$ cat src/rtl/pong_round_sequencer.sv
// Round and match sequencer for the Pong engine: game-tick generator, serve/play/point/over
// round FSM and per-player match score. All outputs are registered.
module pong_round_sequencer #(
  parameter int TICK_DIV    = 416667,
  parameter int SERVE_TICKS = 120,
  parameter int POINT_TICKS = 60,
  parameter int WIN_POINTS  = 5
) (
  input  logic       clk,
  input  logic       rst,
  input  logic       start,
  input  logic       ack,
  input  logic       two_player,
  input  logic       miss_p1,
  input  logic       miss_p2,
  output logic       tick,
  output logic       engine_init,
  output logic       engine_run,
  output logic       serve_dir,
  output logic       mode_two,
  output logic [3:0] p1_points,
  output logic [3:0] p2_points,
  output logic [1:0] winner,
  output logic [2:0] state
);

  // A zero countdown would never expire, so it is treated as one tick.
  localparam int SERVE_LOAD = (SERVE_TICKS < 1) ? 1 : SERVE_TICKS;
  localparam int POINT_LOAD = (POINT_TICKS < 1) ? 1 : POINT_TICKS;
  localparam int MAX_LOAD   = (SERVE_LOAD > POINT_LOAD) ? SERVE_LOAD : POINT_LOAD;
  localparam int CW         = $clog2(MAX_LOAD + 1);
  localparam int TW         = $clog2(TICK_DIV);

  typedef enum logic [2:0] {
    S_IDLE  = 3'd0,
    S_SERVE = 3'd1,
    S_PLAY  = 3'd2,
    S_POINT = 3'd3,
    S_OVER  = 3'd4
  } state_t;

  state_t          st;
  logic [TW-1:0]   tick_cnt;
  logic [CW-1:0]   countdown;
  logic            start_q;
  logic            start_rise;
  logic [3:0]      p1_next;
  logic [3:0]      p2_next;

  assign state      = st;
  assign start_rise = start & ~start_q;
  assign p1_next    = p1_points + 4'd1;
  assign p2_next    = p2_points + 4'd1;

  // tick is registered one count early so it is high while the counter sits at TICK_DIV-1.
  always_ff @(posedge clk or negedge rst) begin
    if (!rst) begin
      tick_cnt <= '0;
      tick     <= 1'b0;
    end else begin
      // NOTE: sequential state uses non-blocking assignments so every register
      // samples pre-edge values and the block order cannot create false ordering.
      tick     <= (tick_cnt == TW'(TICK_DIV - 2));
      tick_cnt <= (tick_cnt == TW'(TICK_DIV - 1)) ? '0 : tick_cnt + TW'(1);
    end
  end

  always_ff @(posedge clk or negedge rst) begin
    if (!rst) begin
      st          <= S_IDLE;
      start_q     <= 1'b1;  // a button held through reset must not auto-start
      countdown   <= '0;
      engine_init <= 1'b0;
      engine_run  <= 1'b0;
      serve_dir   <= 1'b0;
      mode_two    <= 1'b0;
      p1_points   <= 4'd0;
      p2_points   <= 4'd0;
      winner      <= 2'b00;
    end else begin
      start_q     <= start;
      engine_init <= 1'b0;
      unique case (st)
        S_IDLE: begin
          if (start_rise) begin
            mode_two    <= two_player;
            p1_points   <= 4'd0;
            p2_points   <= 4'd0;
            serve_dir   <= 1'b0;
            engine_init <= 1'b1;
            countdown   <= CW'(SERVE_LOAD);
            st          <= S_SERVE;
          end
        end
        S_SERVE: begin
          if (tick) begin
            if (countdown == CW'(1)) begin
              st         <= S_PLAY;
              engine_run <= 1'b1;
            end else begin
              countdown <= countdown - CW'(1);
            end
          end
        end
        S_PLAY: begin
          if (!mode_two) begin
            if (miss_p1) begin
              winner     <= 2'b11;
              engine_run <= 1'b0;
              st         <= S_OVER;
            end
          end else if (miss_p1 && miss_p2) begin
            engine_run <= 1'b0;
            countdown  <= CW'(POINT_LOAD);
            st         <= S_POINT;
          end else if (miss_p1) begin
            p2_points  <= p2_next;
            serve_dir  <= 1'b0;
            engine_run <= 1'b0;
            if (p2_next == 4'(WIN_POINTS)) begin
              winner <= 2'b10;
              st     <= S_OVER;
            end else begin
              countdown <= CW'(POINT_LOAD);
              st        <= S_POINT;
            end
          end else if (miss_p2) begin
            p1_points  <= p1_next;
            serve_dir  <= 1'b1;
            engine_run <= 1'b0;
            if (p1_next == 4'(WIN_POINTS)) begin
              winner <= 2'b01;
              st     <= S_OVER;
            end else begin
              countdown <= CW'(POINT_LOAD);
              st        <= S_POINT;
            end
          end
        end
        S_POINT: begin
          if (tick) begin
            if (countdown == CW'(1)) begin
              engine_init <= 1'b1;
              countdown   <= CW'(SERVE_LOAD);
              st          <= S_SERVE;
            end else begin
              countdown <= countdown - CW'(1);
            end
          end
        end
        S_OVER: begin
          // Scores stay on display after acknowledge; only the next start clears them.
          if (ack) begin
            winner <= 2'b00;
            st     <= S_IDLE;
          end
        end
        default: st <= S_IDLE;
      endcase
    end
  end

endmodule
$ cat config.mk
export PLATFORM = sky130hd
export DESIGN_NAME = pong_round_sequencer
export DESIGN_NICKNAME = d
export VERILOG_FILES = /design/src/rtl/pong_round_sequencer.sv
export SDC_FILE = /design/constraint.sdc
export NUM_CORES = 1
export LEC_CHECK = 0
export BUFFER_PORTS_ARGS = -buffer_cell sky130_fd_sc_hd__buf_2
export CORE_AREA = 5 5 74 76
export DETAILED_ROUTE_END_ITERATION = 7
export DIE_AREA = 0 0 79 81
export PLACE_DENSITY = 0.8
export SYNTH_ARGS = -nofsm -noshare
export SYNTH_HDL_FRONTEND = slang
export SYNTH_SLANG_ARGS = --single-unit
export TNS_END_PERCENT = 1
$ cat constraint.sdc
create_clock -name clk -period 2.7 [get_ports clk]
set_input_delay 0.27 -clock clk [delete_from_list [all_inputs] [get_ports clk]]
set_output_delay 0.27 -clock clk [all_outputs]
set_load 0.005 [all_outputs]
==> impl_results.md, run 1 <==
- Total vias in the final route: 2019
- Diode insertion count for antenna repair: 0
- Final worst slack: 0.427 ns
- Net switching fraction of the power: 38.0%
- Top post-synthesis cells by count: dfrtp_1, nor2_1, nand2_1
- Average cell area after synthesis: 9.72 µm²
- Worst-Skew Late Latency: 0.29 ns
- Share of post-route cells with drive strength above 1: 18.6%
- Clock-pin slew reported for the worst setup and hold paths after clock tree synthesis: 0.08 ns
- Via density per instance: 5.69
- Height of the chip: 81 µm
- Crit-path cells: nor3b_2 -> nor3_2 -> a2111oi_4 -> and3_1 -> mux2_4
- Slew @ Worst Pin: 0.955 ns
- Final Net Count: 316
- Setup TNS after final layout: 0 ns
- Power per Cell Area: 771 nW/µm²
- Initial antenna violation count: 0
- Post-DP HPWL: 3830 µm
- FFs w/ async S/R, synth: 100%
- Maximum achievable frequency: 440 MHz
- Num ports: 25
- Number of enable-type register cells in the synthesized netlist: 0
- Initial core utilization: 57.6%
- Max Buffers Root-to-Sink: 2
- Critical path endpoint category: register
- Synth unique cells: 62
- Min cycle time layout: 2.27 ns
- Largest net degree at the start of global routing: 46
- Final max-slew violation count: 0
- Tightest Hold Check Type: input port to register
- Clock tree sinks: 45
- Internal power of the cells: 1.39 mW
- Net count of the mapped netlist: 292
- Setup repair bufs after CTS: 0
- Worst clock skew: 0.00760 ns
- Number of gates resized after cts: 0
- Number of placement rows: 25
- Share of the cycle needed by the critical path after routing: 84.2%
- Worst setup path startpoint: state[1]
- Number of standard cells after synthesis: 276
- CTS root buf: clkbuf_8
- Count of hold buffers inserted by post-cts repair: 0
- Count of maximum capacitance violations: 0
- Sequential element share of the synthesized area: 42.0%
- Area Overhead vs Synth: 8.44%
- Leakage power: 1.32 nW
- Portion of synthesized cell area occupied by the leading cell type: 41.0%
- Tot GR Track Use: 17.8%
- Setup slack at placement: 0.455 ns
- Clock network fraction of design power: 17.5%
- Worst path slowest cell: dfrtp_1
- Outcome: completed
- NetSw: 853 µW
- Final hold violation count: 0
- Number of flip-flops and latches in the synthesized netlist: 45
- Number of DRC violations after detailed-routing iteration 0: 251
- TritonCTS clock tree: yes
- Die span in x: 79 µm
- Sequential share of power: 43.8%
- Unrepaired setup endpoints after global routing: false
- CORE AREA: 4660 µm²
- Top cell type by total area after synthesis: dfrtp_1
- Cell types occupying the most area after synthesis: dfrtp_1, nor2_1, ha_1
- I/O Buffers: 24
- Remaining design rule violation count: 0
- Netlist area before placement: 2680 µm²
- IR drop worst, VDD: 355 µV
- Number of global-route vias before repair: 1880
- Worst endpoint data arrival time: 2.46 ns
- Synth Flop Type: dfrtp_1
- CTS buffer count: 5
- Required @ worst endpoint: 2.88 ns
- Nature of the critical path startpoint: register
- Start of the worst register-to-register path: state[1]
- Min Hold Slack: 0.0849 ns
- Kind of critical path: register to register
- Final setup viols: 0
- Slew Limit Headroom: 36.4%
- Antenna Nets Post-Route: 0
- Final global-route overflow total: 0
- Maximum fanout encountered on the critical timing path: 15
- Weighted congestion at the end of routability-driven global placement: 0.868
- Synth warnings: 0
- Worst hold path startpoint: start
- Wire length of the first global-routing pass: 9180 µm
- Delay contributed by the slowest stage of the critical path: 0.57 ns
- Total die area: 6400 µm²
- Maximum level of the CTS H-tree: 2
- Overall routed net length: 5150 µm
- Length of the first detailed-routing pass in iterations: 4
- Wire per inst: 14.5 µm
- Most common cell in the synthesized netlist: dfrtp_1
- Proportion of power drawn by combinational gates: 38.7%
- Final core utilization: 62.4%
-- cell usage in the layout (no fill, tap or decap), types with 3 or more instances in the layout --
| cell | n |
|---|---|
| a211oi_1 | 5 |
| a21o_1 | 3 |
| a21oi_1 | 8 |
| a22o_1 | 3 |
| a41oi_1 | 3 |
| and3_1 | 4 |
| buf_2 | 24 |
| buf_4 | 3 |
| clkbuf_8 | 5 |
| dfrtp_1 | 44 |
| ha_1 | 9 |
| inv_1 | 15 |
| mux2_2 | 4 |
| nand2_1 | 20 |
| nand2b_1 | 4 |
| nand3_1 | 14 |
| nand3b_1 | 3 |
| nand4_1 | 4 |
| nor2_1 | 33 |
| nor2b_1 | 5 |
| nor3_1 | 10 |
| nor3b_1 | 4 |
| nor4_1 | 4 |
| o21ai_0 | 8 |
| xnor2_1 | 6 |
| xor2_1 | 10 |
-- worst max-delay path, delay by kind of cell, from the launching register on --
kind | cells | cell delay (ns)
multiplexers | 1 | 0.33
AO/OA/AOI/OAI | 1 | 0.45
AND/OR/NAND/NOR | 3 | 0.81
flip-flops | 1 | 0.57
-- worst paths after layout --
kind                                 to  slack [ns]  depth (start not counted)
setup reg to reg           countdown[0]        0.43                          5
min in group asynchronous  p2_points[1]        0.11                          1
setup / recovery           countdown[0]        0.43                          5
hold / removal                  start_q        0.08                          1
hold reg to reg            tick_cnt[13]        0.51                          1
max in group asynchronous  countdown[6]        1.98                          1
-- routing by layer --
metal  global-route usage, %  vias up  wire [µm]  share of wire [%]
met3                    3.44        4        161                3.1
met1                    25.3      953       2550                 50
met2                    28.9       27       2400                 47
li1                        -     1035          -                  -
met5                       0        -          0                  0
met4                    3.09        0         40               0.78
-- through the flow --
step                      instances  power [mW]  instance area, µm²
after floorplan                 276        1.66                2680
after detailed placement        347        1.85                2830
final                           355        2.24                2910
after CTS                       355        2.25                2910
after global placement          347        1.83                2830
after global routing            355        2.42                2910
-- kinds of logic after synthesis --
family | synth area share (%)
adders and majority gates | 4.20
DFF | 42.0
and+or+nand+nor | 25.2
muxes | 3.54
xor gates and xnor gates | 5.22
AOI/OAI and AO/OA | 15.2
buffers and inverters | 4.57
-- sequential cells by signal, summed over array words and instances, names as in the netlist --
register and cells:
countdown 7, engine_init 1, engine_run 1, mode_two 1, p1_points 4, p2_points 4
serve_dir 1, start_q 1, state 3, tick 1, tick_cnt 19, winner 2
-- final cells by class --
| cell class | instances | area [µm²] |
|---|---|---|
| multi-input combinational | 206 | 1430 |
| fill | 384 | 1750 |
| inverter | 15 | 56.3 |
| sequential | 45 | 1130 |
| clock buffer | 6 | 72.6 |
| clock inverter | 2 | 10.0 |
| tap | 54 | 67.6 |
| timing repair buffer | 27 | 143 |
-- power groups by stage --
stage	Sequential [mW]	Combinational (mW)	Clock, mW
floorplan	0.910	0.755	0
global placement	0.982	0.851	0
detailed placement	0.987	0.867	0
CTS	0.974	0.871	0.406
global route	1.01	0.981	0.437
finish	0.982	0.869	0.393
Note: power is estimated with default switching activity, not from simulation.
==> run 2: changes to the inputs <==
clock period = 2.27 ns   (was 2.7 ns; I/O delays follow)
==> run 2 against run 1 <==
  * Sequential cell count did not move
  * Die area is the same
  * Clock skew is essentially flat
  * Design area up 3.1%
  * First-iteration DRC count fell by 33%
  * Non-clock buffer count up 7
  * Combinational power increased by 31%
  * Worst setup slack worse by 0.24 ns
  * Clock power grew 52%
  * Power rose by 28%
  * Sequential power grew 15%
  * Largest cell class unchanged
  * Largest power group is now combinational logic
==> impl_results.md, run 2 (same netlist as run 1, synthesis figures left out) <==
- Critical path endpoint category: register
- Num ports: 25
- Final Power: 2.86 mW
- Die span in x: 79 µm
- Nature of the critical path startpoint: register
- Final Net Count: 323
- Number of global-route vias before repair: 1934
- Final max-slew violation count: 0
- Tightest Hold Check Type: input port to register
- Global routing usage on met1: 25.7%
- NetSw: 1.05 mW
- I/O Buffers: 24
- Sequential share of power: 39.4%
- Hold Path End: start_q
- Worst hold path cell count: 1
- Worst path slowest cell: dfrtp_1
- Worst-Skew Late Latency: 0.30 ns
- TritonCTS clock tree: yes
- Clock tree sinks: 45
- Count of maximum capacitance violations: 0
- IR drop worst, VDD: 538 µV
- CORE AREA: 4660 µm²
- Setup TNS after final layout: 0 ns
- Height of the chip: 81 µm
- Remaining design rule violation count: 0
- Leakage power: 1.36 nW
- Maximum fanout encountered on the critical timing path: 8
- Tot GR Track Use: 18.8%
- Crit-path cells: inv_1 -> ha_1 -> nand2_1 -> a211oi_1 -> nor2_1 -> a21oi_1 -> mux2_2
- Antenna Nets Post-Route: 0
- Initial core utilization: 57.6%
- Net switching fraction of the power: 36.5%
- Weighted congestion at the end of routability-driven global placement: 0.815
- Wire length of the first global-routing pass: 9450 µm
- Setup slack at placement: 0.165 ns
- Maximum achievable frequency: 480 MHz
- Diode insertion count for antenna repair: 0
- Kind of critical path: register to register
- Largest reg by FF count: tick_cnt
- Registers with the highest flip-flop counts: tick_cnt x19, countdown x7
- Global routing met3 resource utilization: 3.99%
- Most frequent cells in the layout: dfrtp_1, nor2_1, buf_2
- Setup repair bufs after CTS: 0
- Number of placement rows: 25
- Initial antenna violation count: 0
- Number of flip-flops in the largest register: 19
- Worst hold path startpoint: start
- Non-Filler Cell Area, Final: 3000 µm²
- CTS buffer count: 5
- Slew Limit Headroom: 58.0%
- Most crowded layer after global routing: met2
- Unrepaired setup endpoints after global routing: false
- Total die area: 6400 µm²
- Required @ worst endpoint: 2.45 ns
- Post-DP HPWL: 4030 µm
- Global-route met2 utilization: 30.6%
- Worst-case reg-to-reg path depth: 7
- Worst endpoint data arrival time: 2.26 ns
- Share of post-route cells with drive strength above 1: 20.8%
- Max Buffers Root-to-Sink: 2
- Register-to-register setup slack: 0.19 ns
- Final hold violation count: 0
- Internal power of the cells: 1.82 mW
- Clock-pin slew reported for the worst setup and hold paths after clock tree synthesis: 0.08 ns
- Area Overhead vs Synth: 11.8%
- Maximum level of the CTS H-tree: 2
- CTS root buf: clkbuf_8
- Proportion of power drawn by combinational gates: 39.7%
- Endpoint of the lowest-slack register-to-register path: winner[0]
- Standard cell area after detailed placement: 2870 µm²
- Via density per instance: 5.80
- Final setup viols: 0
- Start of the worst register-to-register path: p1_points[0]
- Final worst slack: 0.188 ns
- Final global-route overflow total: 0
- Share of the cycle needed by the critical path after routing: 91.7%
- Length of the first detailed-routing pass in iterations: 4
- Power per Cell Area: 955 nW/µm²
- Overall routed net length: 5450 µm
- Delay contributed by the slowest stage of the critical path: 0.46 ns
- Slew @ Worst Pin: 0.624 ns
- Most common library cell in the layout ignoring fill and taps: dfrtp_1
- Fill count: 384
- Wire per inst: 15.1 µm
- Total vias in the final route: 2099
- Min cycle time layout: 2.08 ns
- Largest net degree at the start of global routing: 29
- Min Hold Slack: 0.0388 ns
- Worst clock skew: 0.00773 ns
- Outcome: completed
- Number of DRC violations after detailed-routing iteration 0: 168
- Clock network fraction of design power: 20.9%
run 2: worst max path at each step:
stage	startpoint	endpoint	depth (start not counted)
2_1_floorplan	p2_points[0]	countdown[0]	7
3_3_place_gp	state[1]	countdown[1]	5
3_5_place_dp	state[1]	countdown[0]	5
4_1_cts	p1_points[0]	winner[0]	6
5_1_grt	p1_points[1]	winner[1]	7
6_report	p1_points[0]	winner[0]	7
run 2: metal layers:
metal / part of all wire, % / up-vias
met5: 0 / -
met4: 0.73 / 0
met3: 4.5 / 4
met2: 48 / 44
met1: 47 / 1002
li1: - / 1049
run 2: worst max-delay path, delay by kind of cell (launching register included):
family / cells / cell delay, ns
AO/OA/AOI/OAI: 2 / 0.68
flip-flops: 1 / 0.46
multiplexers: 1 / 0.38
adder cells (fa/ha/maj): 1 / 0.15
buffers and inverters: 1 / 0.09
AND/OR/NAND/NOR: 2 / 0.22
run 2: timing repair:
| item | CTS | global route |
|---|---|---|
| setup endpoints to repair | 0 | 3 |
| gates resized for setup | 0 | 2 |
| endpoints found under the hold margin | 16 | 0 |
| hold buffers | 1 | 0 |
run 2: per-stage QoR:
step	util [%]	cells
6_report	64.3	362
5_1_grt	64.3	362
4_1_cts	64.2	362
3_5_place_dp	61.6	353
3_3_place_gp	61.6	353
2_1_floorplan	-	276
run 2: cell type report:
| type | count | area, µm² | area share, % |
|---|---|---|---|
| timing repair buffer | 34 | 198 | 6.59 |
| clock inverter | 2 | 38.8 | 1.29 |
| inverter | 15 | 56.3 | 1.88 |
| sequential | 45 | 1130 | 37.6 |
| multi-input combinational | 206 | 1440 | 48.0 |
| tap | 54 | 67.6 | 2.25 |
| clock buffer | 6 | 72.6 | 2.42 |
run 2: power by group through the flow:
| stage | combinational (mW) | sequential (mW) | clock [mW] |
|---|---|---|---|
| 3_3_place_gp | 1.10 | 1.13 | 0 |
| 2_1_floorplan | 0.898 | 1.08 | 0 |
| 5_1_grt | 1.27 | 1.16 | 0.666 |
| 3_5_place_dp | 1.13 | 1.14 | 0 |
| 4_1_cts | 1.13 | 1.13 | 0.626 |
| 6_report | 1.14 | 1.13 | 0.599 |
==> run 3: changes to the inputs <==
BUFFER_PORTS_ARGS = -buffer_cell sky130_fd_sc_hd__buf_4   (was -buffer_cell sky130_fd_sc_hd__buf_2)
CORE_AREA = 5 5 102 56   (was 5 5 74 76)
DIE_AREA = 0 0 107 61   (was 0 0 79 81)
MAX_ROUTING_LAYER = met4   (was unset)
PLACE_DENSITY = 0.81   (was 0.8)
==> run 3 against run 2 <==
  * Routed wire length grew 12%
  * Worst hold slack gained 0.0034 ns
  * Final cell count grew 2.5%
  * Clock power grew 8.7%
  * Maximum frequency shrank 3.1%
  * Die area grew 2.0%
==> impl_results.md, run 3 (same netlist as run 1, synthesis figures left out) <==
- Fill count: 372
- Final worst slack: 0.122 ns
- Top delay family on crit path: simple AND/OR/NAND/NOR gates
- Worst-case reg-to-reg path depth: 7
- Clock tree sinks: 45
- Slew @ Worst Pin: 0.571 ns
- Nature of the critical path startpoint: register
- Min Hold Slack: 0.0422 ns
- Area Overhead vs Synth: 15.5%
- Delay contributed by the slowest stage of the critical path: 0.44 ns
- Largest reg by FF count: tick_cnt
- Maximum level of the CTS H-tree: 2
- Worst path slowest cell: dfrtp_1
- Setup slack at placement: 0.156 ns
- CORE AREA: 4730 µm²
- Footprint of the flip-flops and latches: 1130 µm²
- Number of flip-flops in the largest register: 19
- Most frequent cells in the layout: dfrtp_1, buf_4, nor2_1
- Maximum achievable frequency: 465 MHz
- Number of DRC violations after detailed-routing iteration 0: 219
- Share of the cycle needed by the critical path after routing: 94.6%
- Required @ worst endpoint: 2.47 ns
- Post-DP HPWL: 4560 µm
- Count of maximum capacitance violations: 0
- Register-to-register setup slack: 0.12 ns
- Worst endpoint data arrival time: 2.35 ns
- Most common library cell in the layout ignoring fill and taps: dfrtp_1
- Final global-route overflow total: 0
- Wire length of the first global-routing pass: 10400 µm
- Final setup viols: 0
- Remaining design rule violation count: 0
- Endpoint of the lowest-slack register-to-register path: countdown[6]
- Antenna Nets Post-Route: 0
- Total buffers and inverters traversed by the critical path: 1
- Tightest Hold Check Type: input port to register
- Largest net degree at the start of global routing: 46
- Min cycle time layout: 2.15 ns
- Worst setup path startpoint: p2_points[0]
- Final Power: 3.05 mW
- Tot GR Track Use: 21.6%
- I/O Buffers: 24
- Kind of critical path: register to register
- Critical path endpoint category: register
- Registers with the highest flip-flop counts: tick_cnt x19, countdown x7
- Worst-Skew Late Latency: 0.31 ns
- Setup TNS after final layout: 0 ns
- Wire per inst: 16.5 µm
- Hold Path End: start_q
- Die span in x: 107 µm
- Setup repair bufs after CTS: 0
- Num ports: 25
- Initial core utilization: 56.7%
- TritonCTS clock tree: yes
- Weighted congestion at the end of routability-driven global placement: 0.925
- Worst clock skew: 0.00385 ns
- Height of the chip: 61 µm
- Clock-pin slew reported for the worst setup and hold paths after clock tree synthesis: 0.09 ns
- CTS buffer count: 5
- Via density per instance: 5.95
- Length of the first detailed-routing pass in iterations: 5
- Final core utilization: 65.5%
- Final Net Count: 326
- Maximum fanout encountered on the critical timing path: 6
- Max Buffers Root-to-Sink: 2
- Diode insertion count for antenna repair: 0
- Power per Cell Area: 983 nW/µm²
- Leakage power: 1.39 nW
- Slew Limit Headroom: 61.9%
- Final hold violation count: 0
- Unrepaired setup endpoints after global routing: false
- Initial antenna violation count: 0
- IR drop worst, VDD: 459 µV
- Total die area: 6530 µm²
- Share of post-route cells with drive strength above 1: 21.9%
- Crit-path cells: ha_1 -> nand3b_1 -> o31ai_4 -> nand3_2 -> and3_1 -> buf_4 -> a211o_1
- Worst hold path cell count: 1
- Number of global-route vias before repair: 2032
- Outcome: completed
- Number of placement rows: 18
- Total area of multi-input combinational cells: 1440 µm²
- Overall routed net length: 6130 µm
- Total vias in the final route: 2207
- CTS root buf: clkbuf_8
- Worst hold path startpoint: start
- Final max-slew violation count: 0
- Start of the worst register-to-register path: p2_points[0]
[run 3: layer usage]
metal  vias to the layer above  wire, µm  global-route usage, %
met5                         -         0                      -
met4                         0        49                   5.28
met3                         6       533                   5.42
met2                       100      2240                   25.4
met1                      1044      3310                   34.8
li1                       1057         -                      -
[run 3: layout make-up]
type / count / area share, %
repair buffers: 37 / 9.05
clock buffers: 6 / 2.67
multi-input cells: 206 / 46.4
well taps: 60 / 2.42
clock inverters: 2 / 1.21
flip-flops and latches: 45 / 36.4
inverters: 15 / 1.82
[run 3: power by group]
| group | total [mW] | leakage (nW) | internal, mW | switching [mW] |
|---|---|---|---|---|
| sequential | 1.15 | 0.582 | 0.942 | 0.210 |
| combinational | 1.24 | 0.750 | 0.618 | 0.625 |
| clock | 0.651 | 0.0574 | 0.358 | 0.293 |
| total | 3.05 | 1.39 | 1.92 | 1.13 |
[run 3: per-stage QoR]
| step | std cells | instance area [µm²] |
|---|---|---|
| floorplan | 276 | 2680 |
| global placement | 362 | 2960 |
| detailed placement | 362 | 2960 |
| CTS | 371 | 3090 |
| global route | 371 | 3100 |
| finish | 371 | 3100 |
[run 3: how the worst max path moves through the flow]
stage | cells past startpoint | slack [ns] | endpoint
global placement | 7 | 0.24 | countdown[6]
CTS | 6 | 0.13 | winner[1]
finish | 7 | 0.12 | countdown[6]
detailed placement | 7 | 0.16 | countdown[6]
global route | 7 | 0.0006 | winner[1]
floorplan | 7 | 0.35 | countdown[0]
[run 3: what timing repair did]
action                                  in CTS  in global routing
gates resized for setup                      0                  2
hold buffers                                 1                  0
endpoints found under the setup margin       0                  3
endpoints found under the hold margin       44                  0
